--- config.mk ---
export PLATFORM = sky130hd
export DESIGN_NAME = vegeta_sparse_macc_flat
export DESIGN_NICKNAME = d
export VERILOG_FILES = /design/src/rtl/vegeta_sparse_macc_if.sv /design/src/rtl/vegeta_sparse_macc.sv /design/src/flat_wrapper.sv
export SDC_FILE = /design/constraint.sdc
export NUM_CORES = 1
export LEC_CHECK = 0
export BUFFER_PORTS_ARGS = -buffer_cell sky130_fd_sc_hd__clkbuf_2
export CORE_MARGIN = 4
export CORE_UTILIZATION = 55
export CTS_CLUSTER_DIAMETER = 200
export DETAILED_ROUTE_END_ITERATION = 12
export PLACE_DENSITY = 0.75
export SLEW_MARGIN = 20
export SYNTH_ARGS = -nofsm -noshare
export SYNTH_HDL_FRONTEND = slang
export SYNTH_SLANG_ARGS = --single-unit
--- constraint.sdc ---
create_clock -name clk -period 8.18 [get_ports clk]
set_input_delay 0 -clock clk [delete_from_list [all_inputs] [get_ports clk]]
set_output_delay 0 -clock clk [all_outputs]
set_load 0.1 [all_outputs]
--- src/rtl/vegeta_sparse_macc_if.sv ---
// Bus bundle for the N:M structured-sparse MAC processing element.
// The driver (array controller or bench) takes the master modport; the PE takes slave.
interface vegeta_sparse_macc_if #(
  parameter int DATA_W     = 8,
  parameter int LANES      = 2,
  parameter int BLOCK      = 4,
  parameter int IDX_W      = (BLOCK > 1) ? $clog2(BLOCK) : 1,
  parameter int ACC_W      = 32,
  parameter int LAST_SUM_W = 32
);
  // A cascade width of 0 still carries a 1-bit unused wire.
  localparam int LS_W = (LAST_SUM_W > 0) ? LAST_SUM_W : 1;

  logic                    enable;
  logic [LANES*DATA_W-1:0] weight_in;
  logic [LANES*IDX_W-1:0]  meta_in;
  logic                    preload_weight;
  logic                    load_weight;
  logic [BLOCK*DATA_W-1:0] in_data;
  logic                    in_valid;
  logic [LS_W-1:0]         last_sum;
  logic [ACC_W-1:0]        partial_sum;
  logic                    out_valid;
  logic                    sat_flag;

  modport master (
    output enable, weight_in, meta_in, preload_weight, load_weight,
    output in_data, in_valid, last_sum,
    input  partial_sum, out_valid, sat_flag
  );

  modport slave (
    input  enable, weight_in, meta_in, preload_weight, load_weight,
    input  in_data, in_valid, last_sum,
    output partial_sum, out_valid, sat_flag
  );
endinterface

--- src/rtl/vegeta_sparse_macc.sv ---
// N:M structured-sparse multiply-accumulate PE.
// LANES stored non-zero weights pick their partner elements out of a dense
// BLOCK-wide input using per-lane metadata indices; the lane products are
// summed with the cascaded partial sum from the PE above. Weights are double
// buffered (shadow/active) and the 3-stage datapath advances only on enable.
module vegeta_sparse_macc #(
  parameter int DATA_W     = 8,
  parameter int LANES      = 2,
  parameter int BLOCK      = 4,
  parameter int IDX_W      = (BLOCK > 1) ? $clog2(BLOCK) : 1,
  parameter int ACC_W      = 32,
  parameter int LAST_SUM_W = 32,
  parameter int SATURATE   = 0
) (
  input logic               clk,
  input logic               reset,
  vegeta_sparse_macc_if.slave bus
);

  localparam int PROD_W = 2 * DATA_W;
  // One guard bit above the accumulator lets overflow be detected exactly.
  localparam int SUM_W  = ACC_W + 1;

  // Parameter sanity: these combinations cannot produce correct results.
  generate
    if (LANES > BLOCK) begin : g_bad_lanes
      $error("vegeta_sparse_macc: LANES must not exceed BLOCK");
    end
    if (ACC_W < 2 * DATA_W + $clog2(LANES) + 1) begin : g_bad_acc
      $error("vegeta_sparse_macc: ACC_W too narrow for LANES products");
    end
    if (LAST_SUM_W > ACC_W) begin : g_bad_cascade
      $error("vegeta_sparse_macc: LAST_SUM_W must not exceed ACC_W");
    end
  endgenerate

  // Sign-extend one lane product to the guarded sum width.
  function automatic logic signed [SUM_W-1:0] sext_prod(input logic signed [PROD_W-1:0] p);
    return {{(SUM_W - PROD_W){p[PROD_W-1]}}, p};
  endfunction

  // Widen an operand so the multiply is carried out at full product width.
  function automatic logic signed [PROD_W-1:0] widen(input logic signed [DATA_W-1:0] v);
    return {{DATA_W{v[DATA_W-1]}}, v};
  endfunction

  // Reduce the guarded sum to ACC_W bits; returns {clamped, value}.
  function automatic logic [ACC_W:0] saturate_sum(input logic signed [SUM_W-1:0] s);
    logic ovf;
    ovf = s[SUM_W-1] ^ s[SUM_W-2];
    if ((SATURATE != 0) && ovf) begin
      if (s[SUM_W-1]) return {1'b1, 1'b1, {(ACC_W-1){1'b0}}};
      else            return {1'b1, 1'b0, {(ACC_W-1){1'b1}}};
    end
    return {1'b0, s[ACC_W-1:0]};
  endfunction

  logic signed [DATA_W-1:0] shadow_w [LANES];
  logic        [IDX_W-1:0]  shadow_m [LANES];
  logic signed [DATA_W-1:0] active_w [LANES];
  logic        [IDX_W-1:0]  active_m [LANES];
  logic signed [DATA_W-1:0] eff_w    [LANES];
  logic        [IDX_W-1:0]  eff_m    [LANES];

  // Double-buffered weight store; runs regardless of enable. When preload and
  // load coincide, active takes the shadow contents from before this edge.
  always_ff @(posedge clk) begin
    if (reset) begin
      for (int i = 0; i < LANES; i++) begin
        shadow_w[i] <= '0;
        shadow_m[i] <= '0;
        active_w[i] <= '0;
        active_m[i] <= '0;
      end
    end else begin
      if (bus.preload_weight) begin
        for (int i = 0; i < LANES; i++) begin
          shadow_w[i] <= bus.weight_in[i*DATA_W +: DATA_W];
          shadow_m[i] <= bus.meta_in[i*IDX_W +: IDX_W];
        end
      end
      if (bus.load_weight) begin
        for (int i = 0; i < LANES; i++) begin
          active_w[i] <= shadow_w[i];
          active_m[i] <= shadow_m[i];
        end
      end
    end
  end

  // Weights seen by the multiply stage: a load on this very edge already
  // applies to the block being multiplied on it.
  always_comb begin
    for (int i = 0; i < LANES; i++) begin
      eff_w[i] = bus.load_weight ? shadow_w[i] : active_w[i];
      eff_m[i] = bus.load_weight ? shadow_m[i] : active_m[i];
    end
  end

  // ---- Stage 1: dense input capture ----
  logic signed [DATA_W-1:0] data_p0 [BLOCK];
  logic                     vld_p0;

  // Register the dense block and its valid flag on enabled edges.
  always_ff @(posedge clk) begin
    if (reset) begin
      for (int j = 0; j < BLOCK; j++) data_p0[j] <= '0;
      vld_p0 <= 1'b0;
    end else if (bus.enable) begin
      for (int j = 0; j < BLOCK; j++) data_p0[j] <= bus.in_data[j*DATA_W +: DATA_W];
      vld_p0 <= bus.in_valid;
    end
  end

  // ---- Stage 2: metadata select and per-lane multiply ----
  logic signed [DATA_W-1:0] lane_elem [LANES];
  logic signed [PROD_W-1:0] prod_p1   [LANES];
  logic                     vld_p1;

  // Gather each lane's element; an index past the block selects zero.
  always_comb begin
    for (int i = 0; i < LANES; i++) begin
      lane_elem[i] = '0;
      for (int j = 0; j < BLOCK; j++) begin
        if (int'(eff_m[i]) == j) lane_elem[i] = data_p0[j];
      end
    end
  end

  // Register the signed lane products alongside the valid bit.
  always_ff @(posedge clk) begin
    if (reset) begin
      for (int i = 0; i < LANES; i++) prod_p1[i] <= '0;
      vld_p1 <= 1'b0;
    end else if (bus.enable) begin
      for (int i = 0; i < LANES; i++) prod_p1[i] <= widen(eff_w[i]) * widen(lane_elem[i]);
      vld_p1 <= vld_p0;
    end
  end

  // ---- Stage 3: reduction with cascade, overflow handling ----
  logic signed [SUM_W-1:0] cascade_ext;
  logic signed [SUM_W-1:0] sum_full;
  logic        [ACC_W-1:0] partial_sum_p2;
  logic                    sat_p2;
  logic                    vld_p2;

  generate
    if (LAST_SUM_W > 0) begin : g_cascade
      assign cascade_ext = {{(SUM_W - LAST_SUM_W){bus.last_sum[LAST_SUM_W-1]}}, bus.last_sum};
    end else begin : g_first_row
      assign cascade_ext = '0;
    end
  endgenerate

  // Add every lane product to the incoming cascade at guarded width.
  always_comb begin
    sum_full = cascade_ext;
    for (int i = 0; i < LANES; i++) sum_full = sum_full + sext_prod(prod_p1[i]);
  end

  // Register the final (wrapped or clamped) result with its flags.
  always_ff @(posedge clk) begin
    if (reset) begin
      partial_sum_p2 <= '0;
      sat_p2         <= 1'b0;
      vld_p2         <= 1'b0;
    end else if (bus.enable) begin
      {sat_p2, partial_sum_p2} <= saturate_sum(sum_full);
      vld_p2                   <= vld_p1;
    end
  end

  assign bus.partial_sum = partial_sum_p2;
  assign bus.out_valid   = vld_p2;
  assign bus.sat_flag    = sat_p2;

endmodule

--- src/flat_wrapper.sv ---
// flat-port wrapper written by rule: the top's interface ports become plain ports
module vegeta_sparse_macc_flat 
#(
  parameter int DATA_W     = 8,
  parameter int LANES      = 2,
  parameter int BLOCK      = 4,
  parameter int IDX_W      = (BLOCK > 1) ? $clog2(BLOCK) : 1,
  parameter int ACC_W      = 32,
  parameter int LAST_SUM_W = 32,
  parameter int SATURATE   = 0
)
  (clk, reset, bus_enable, bus_weight_in, bus_meta_in, bus_preload_weight, bus_load_weight, bus_in_data, bus_in_valid, bus_last_sum, bus_partial_sum, bus_out_valid, bus_sat_flag);
  vegeta_sparse_macc_if #(.DATA_W(DATA_W), .LANES(LANES), .BLOCK(BLOCK), .IDX_W(IDX_W), .ACC_W(ACC_W), .LAST_SUM_W(LAST_SUM_W)) bus_i ();
  input logic clk;
  input logic reset;
  input wire logic [$bits(bus_i.enable)-1:0] bus_enable;
  input wire logic [$bits(bus_i.weight_in)-1:0] bus_weight_in;
  input wire logic [$bits(bus_i.meta_in)-1:0] bus_meta_in;
  input wire logic [$bits(bus_i.preload_weight)-1:0] bus_preload_weight;
  input wire logic [$bits(bus_i.load_weight)-1:0] bus_load_weight;
  input wire logic [$bits(bus_i.in_data)-1:0] bus_in_data;
  input wire logic [$bits(bus_i.in_valid)-1:0] bus_in_valid;
  input wire logic [$bits(bus_i.last_sum)-1:0] bus_last_sum;
  output wire logic [$bits(bus_i.partial_sum)-1:0] bus_partial_sum;
  output wire logic [$bits(bus_i.out_valid)-1:0] bus_out_valid;
  output wire logic [$bits(bus_i.sat_flag)-1:0] bus_sat_flag;
  assign bus_i.enable = bus_enable;
  assign bus_i.weight_in = bus_weight_in;
  assign bus_i.meta_in = bus_meta_in;
  assign bus_i.preload_weight = bus_preload_weight;
  assign bus_i.load_weight = bus_load_weight;
  assign bus_i.in_data = bus_in_data;
  assign bus_i.in_valid = bus_in_valid;
  assign bus_i.last_sum = bus_last_sum;
  assign bus_partial_sum = bus_i.partial_sum;
  assign bus_out_valid = bus_i.out_valid;
  assign bus_sat_flag = bus_i.sat_flag;
  vegeta_sparse_macc #(.DATA_W(DATA_W), .LANES(LANES), .BLOCK(BLOCK), .IDX_W(IDX_W), .ACC_W(ACC_W), .LAST_SUM_W(LAST_SUM_W), .SATURATE(SATURATE)) u_core (.clk(clk), .reset(reset), .bus(bus_i));
endmodule
==> flow_summary.ini <==
[logic_synthesis]
syn-num-nets = 1589
ys_seq_area_frac = 0.2988
synthFlopType = edfxtp_1
synth_top_area_frac = 0.2441
netlist_area_sq_mm = 0.01280
syn_inst = 1269
yosys-top-cells-area = edfxtp_1, fa_1, ha_1
synth_area_per_cell_sq_um = 10.08
synth_edf_count = 104
ys_seq_elements = 139
synth.distinct_cells = 60
async_flop_share = 0
ys_warn_count = 0
synth_area_leader_cell = edfxtp_1

[setup_path]
worst-path-buf-inv = 4
crit_path_start_kind = flop
cp_slowest_cell = o21ai_1
critical_path_class = reg -> reg
crit_top_cell = fa_1
cp.arrival_ps = 6200
worstPathMaxFanout = 16
crit_family = adder cells
end_kind = flop
path_cells = mux2i_2 > buf_4 > mux2_2 > o21ai_1 > nand2b_1 > fa_1 > fa_1 > inv_1 > fa_1 > inv_1 > fa_1 > inv_1 > ha_1 > a21oi_1 > o21ai_0 > a2111oi_0 > nor3_1 > a31oi_1 > xor2_1 > nor2_1
required_ps = 8340
slowest_delay_ps = 530

[clock_network]
path_clk_slew_ps = 60
clockBufferDepth = 2
cts_tree = done
post_cts_buffers = 0
numCtsBuffers = 17
htree_num_levels = 4
cts-root-buf = clkbuf_16
worstSkewPairLatency_ps = 430
numClockSinks = 139
post_cts_resized = 0

[route]
drc = 0
drt_wl_total_microns = 29120
firstDrtPassIters = 5
vias = 9349
ant_nets = 0
drtIter0Drc = 508
vias_per_cell = 5.291
wire_per_inst_microns = 16.48

[timing]
worstMarginPinSlew_ps = 1030
max-slew-margin-rel = 0.3118
setup-violations-final = 0
max_freq_mhz = 165.5
finalHoldViolCount = 0
fin_setup_tns_ps = 0
period_share = 0.7385
slew_violations = 0
period_needed_ps = 6041
rsz0062_at_grt = false
finClkSkew_ps = 17.73

[layout]
syn_to_final_growth_pct = 16.74
layout.nets = 1759
multi_input_area_sq_mm = 0.008149
fill_cells = 1764
fin_util = 0.6558
seq_area_sq_mm = 0.003824
drive_above_1_share = 0.1398

[grt]
antenna_found_initial = 3
grt_pass1_wl_microns = 47890
grt_pass1_vias = 9632
track_usage = 0.2306
grt_max_degree = 65
overflow = 0

[die]
dieArea_sq_mm = 0.02577
start_util = 0.5618
die_h_microns = 160.5
num_io_pins = 124
core-area_sq_mm = 0.02278
die_x_microns = 160.5
num_rows = 55

[pwr]
p_per_area_mw_per_mm2 = 378.8
peakVddDrop_mv = 0.2097
finalPower_w = 0.005659
p_leak_nw = 7.092

[flow_run]
cap_violations = 0

[placement]
place.gp.congestion = 0.9522
io_buffers = 122
hpwl_microns = 22290

[hold_path]
hp-class = in -> reg

[outcome]
status = completed
[stage by stage]
step | instances | setup slack [ps] | area (sq um) | hold WS (ps)
5_1_grt | 1767 | 1713 | 14940 | 81.61
6_report | 1767 | 2139 | 14940 | 83.62
2_1_floorplan | 1269 | 2453 | 12800 | 147.2
4_1_cts | 1765 | 2061 | 14930 | 64.16
3_5_place_dp | 1679 | 1678 | 13740 | 250.3
3_3_place_gp | 1678 | 1828 | 13730 | 244.9
[worst paths after layout]
| check | from | to | depth (start not counted) | slack (ps) |
|---|---|---|---|---|
| worst max-delay path | u_core.shadow_m[0][1] | u_core.prod_p1[0][14] | 20 | 2140 |
| worst min-delay path | reset | u_core.bus.partial_sum[6] | 3 | 80 |
| worst max register to register | u_core.shadow_m[0][1] | u_core.prod_p1[0][14] | 20 | 2140 |
| worst min register to register | u_core.bus.partial_sum[21] | u_core.bus.partial_sum[21] | 2 | 450 |
[cell usage after synthesis (2+ instances only)]
master     number
or3_1           5
a41oi_1         2
nand3_1        11
nor3b_1         2
o21bai_1        6
xor2_1         20
nand2_1        71
o211ai_1        3
and3_1          2
a211oi_1        6
a311oi_1        2
mux2_2         19
a31oi_1         8
inv_1         182
fa_1          142
a22o_1          3
o2111ai_1       2
mux2i_1        48
clkbuf_1       24
o31ai_1         3
buf_4           3
ha_1           88
nor2_1        147
and2_1         78
nand2b_1       19
buf_1           6
o21ai_0        41
nand4_1         5
nor3_1         12
or2_2           8
o21ai_1        13
a2111oi_0       2
dfxtp_1        35
xnor2_1        41
a21o_1         21
o21a_1         16
buf_2           2
a21oi_1        36
edfxtp_1      104
nor2b_1        11
[routing by layer]
layer,share of wire,GRT usage
met1,0.44,0.3075
met2,0.48,0.3839
met3,0.054,0.04465
met4,0.021,0.07157
met5,0,0
[power by group]
group	switching (W)	total, W	internal [W]	leakage, nW
Clock	0.000313	0.000854	0.000541	0.313
Combinational	0.00232	0.00380	0.00149	5.36
Sequential	0.0000899	0.00100	0.000913	1.42
Total	0.00272	0.00566	0.00294	7.09
[worst reg2reg max path, cell delays in order (launching register included)]
cell       delay [ps]
edfxtp_1          420
mux2i_2           150
buf_4             290
mux2_2            370
o21ai_1           530
nand2b_1          240
fa_1              460
fa_1              510
inv_1              60
fa_1              520
inv_1              50
fa_1              470
inv_1              40
ha_1              320
a21oi_1           230
o21ai_0           150
a2111oi_0         420
nor3_1            150
a31oi_1           210
xor2_1            160
nor2_1             50
[flip-flops by register name (all words and copies together), names as in the netlist]
signal                  cells
u_core.prod_p1             32
u_core.active_w            16
u_core.shadow_m             4
u_core.data_p0             32
u_core.shadow_w            16
u_core.active_m             4
u_core.vld_p1               1
u_core.bus.out_valid        1
u_core.vld_p0               1
u_core.bus.partial_sum     32
[area by class of cell]
cell class	count	share of cell area
Multi-Input combinational cell	912	0.5455
Sequential cell	139	0.2560
Timing Repair Buffer	187	0.08309
Inverter	182	0.04573
Clock buffer	17	0.02848
Tap cell	313	0.02622
Clock inverter	15	0.01466
Antenna cell	2	0.0003350
[what timing repair did]
item / 4_1_cts / 5_1_grt
hold endpoints to repair: 54 / 0
endpoints found under the setup margin: 0 / 0
hold buffers: 54 / 0
[cells by family (layout without fill, tap and decap cells)]
| family | after synthesis | after routing | share of synthesized area |
|---|---|---|---|
| and+or+nand+nor | 374 | 374 | 0.1386 |
| xor gates and xnor gates | 61 | 61 | 0.04175 |
| DFF | 139 | 139 | 0.2988 |
| adders and majority gates | 230 | 230 | 0.3082 |
| muxes | 68 | 68 | 0.05534 |
| AOI/OAI and AO/OA | 178 | 178 | 0.09192 |
| buffers and inverters | 218 | 401 | 0.06512 |
| other | 1 | 3 | 0.0002931 |
[layout by cell type (no fill, tap or decap), types with 36 or more instances in the layout]
| cell | instances |
|---|---|
| mux2i_1 | 46 |
| nor2_1 | 147 |
| edfxtp_1 | 104 |
| clkbuf_2 | 122 |
| inv_1 | 181 |
| a21oi_1 | 36 |
| fa_1 | 142 |
| o21ai_0 | 41 |
| dlygate4sd3_1 | 54 |
| nand2_1 | 71 |
| and2_1 | 78 |
| ha_1 | 88 |
| xnor2_1 | 41 |
No activity file was read; power rests on OpenSTA's default activity.
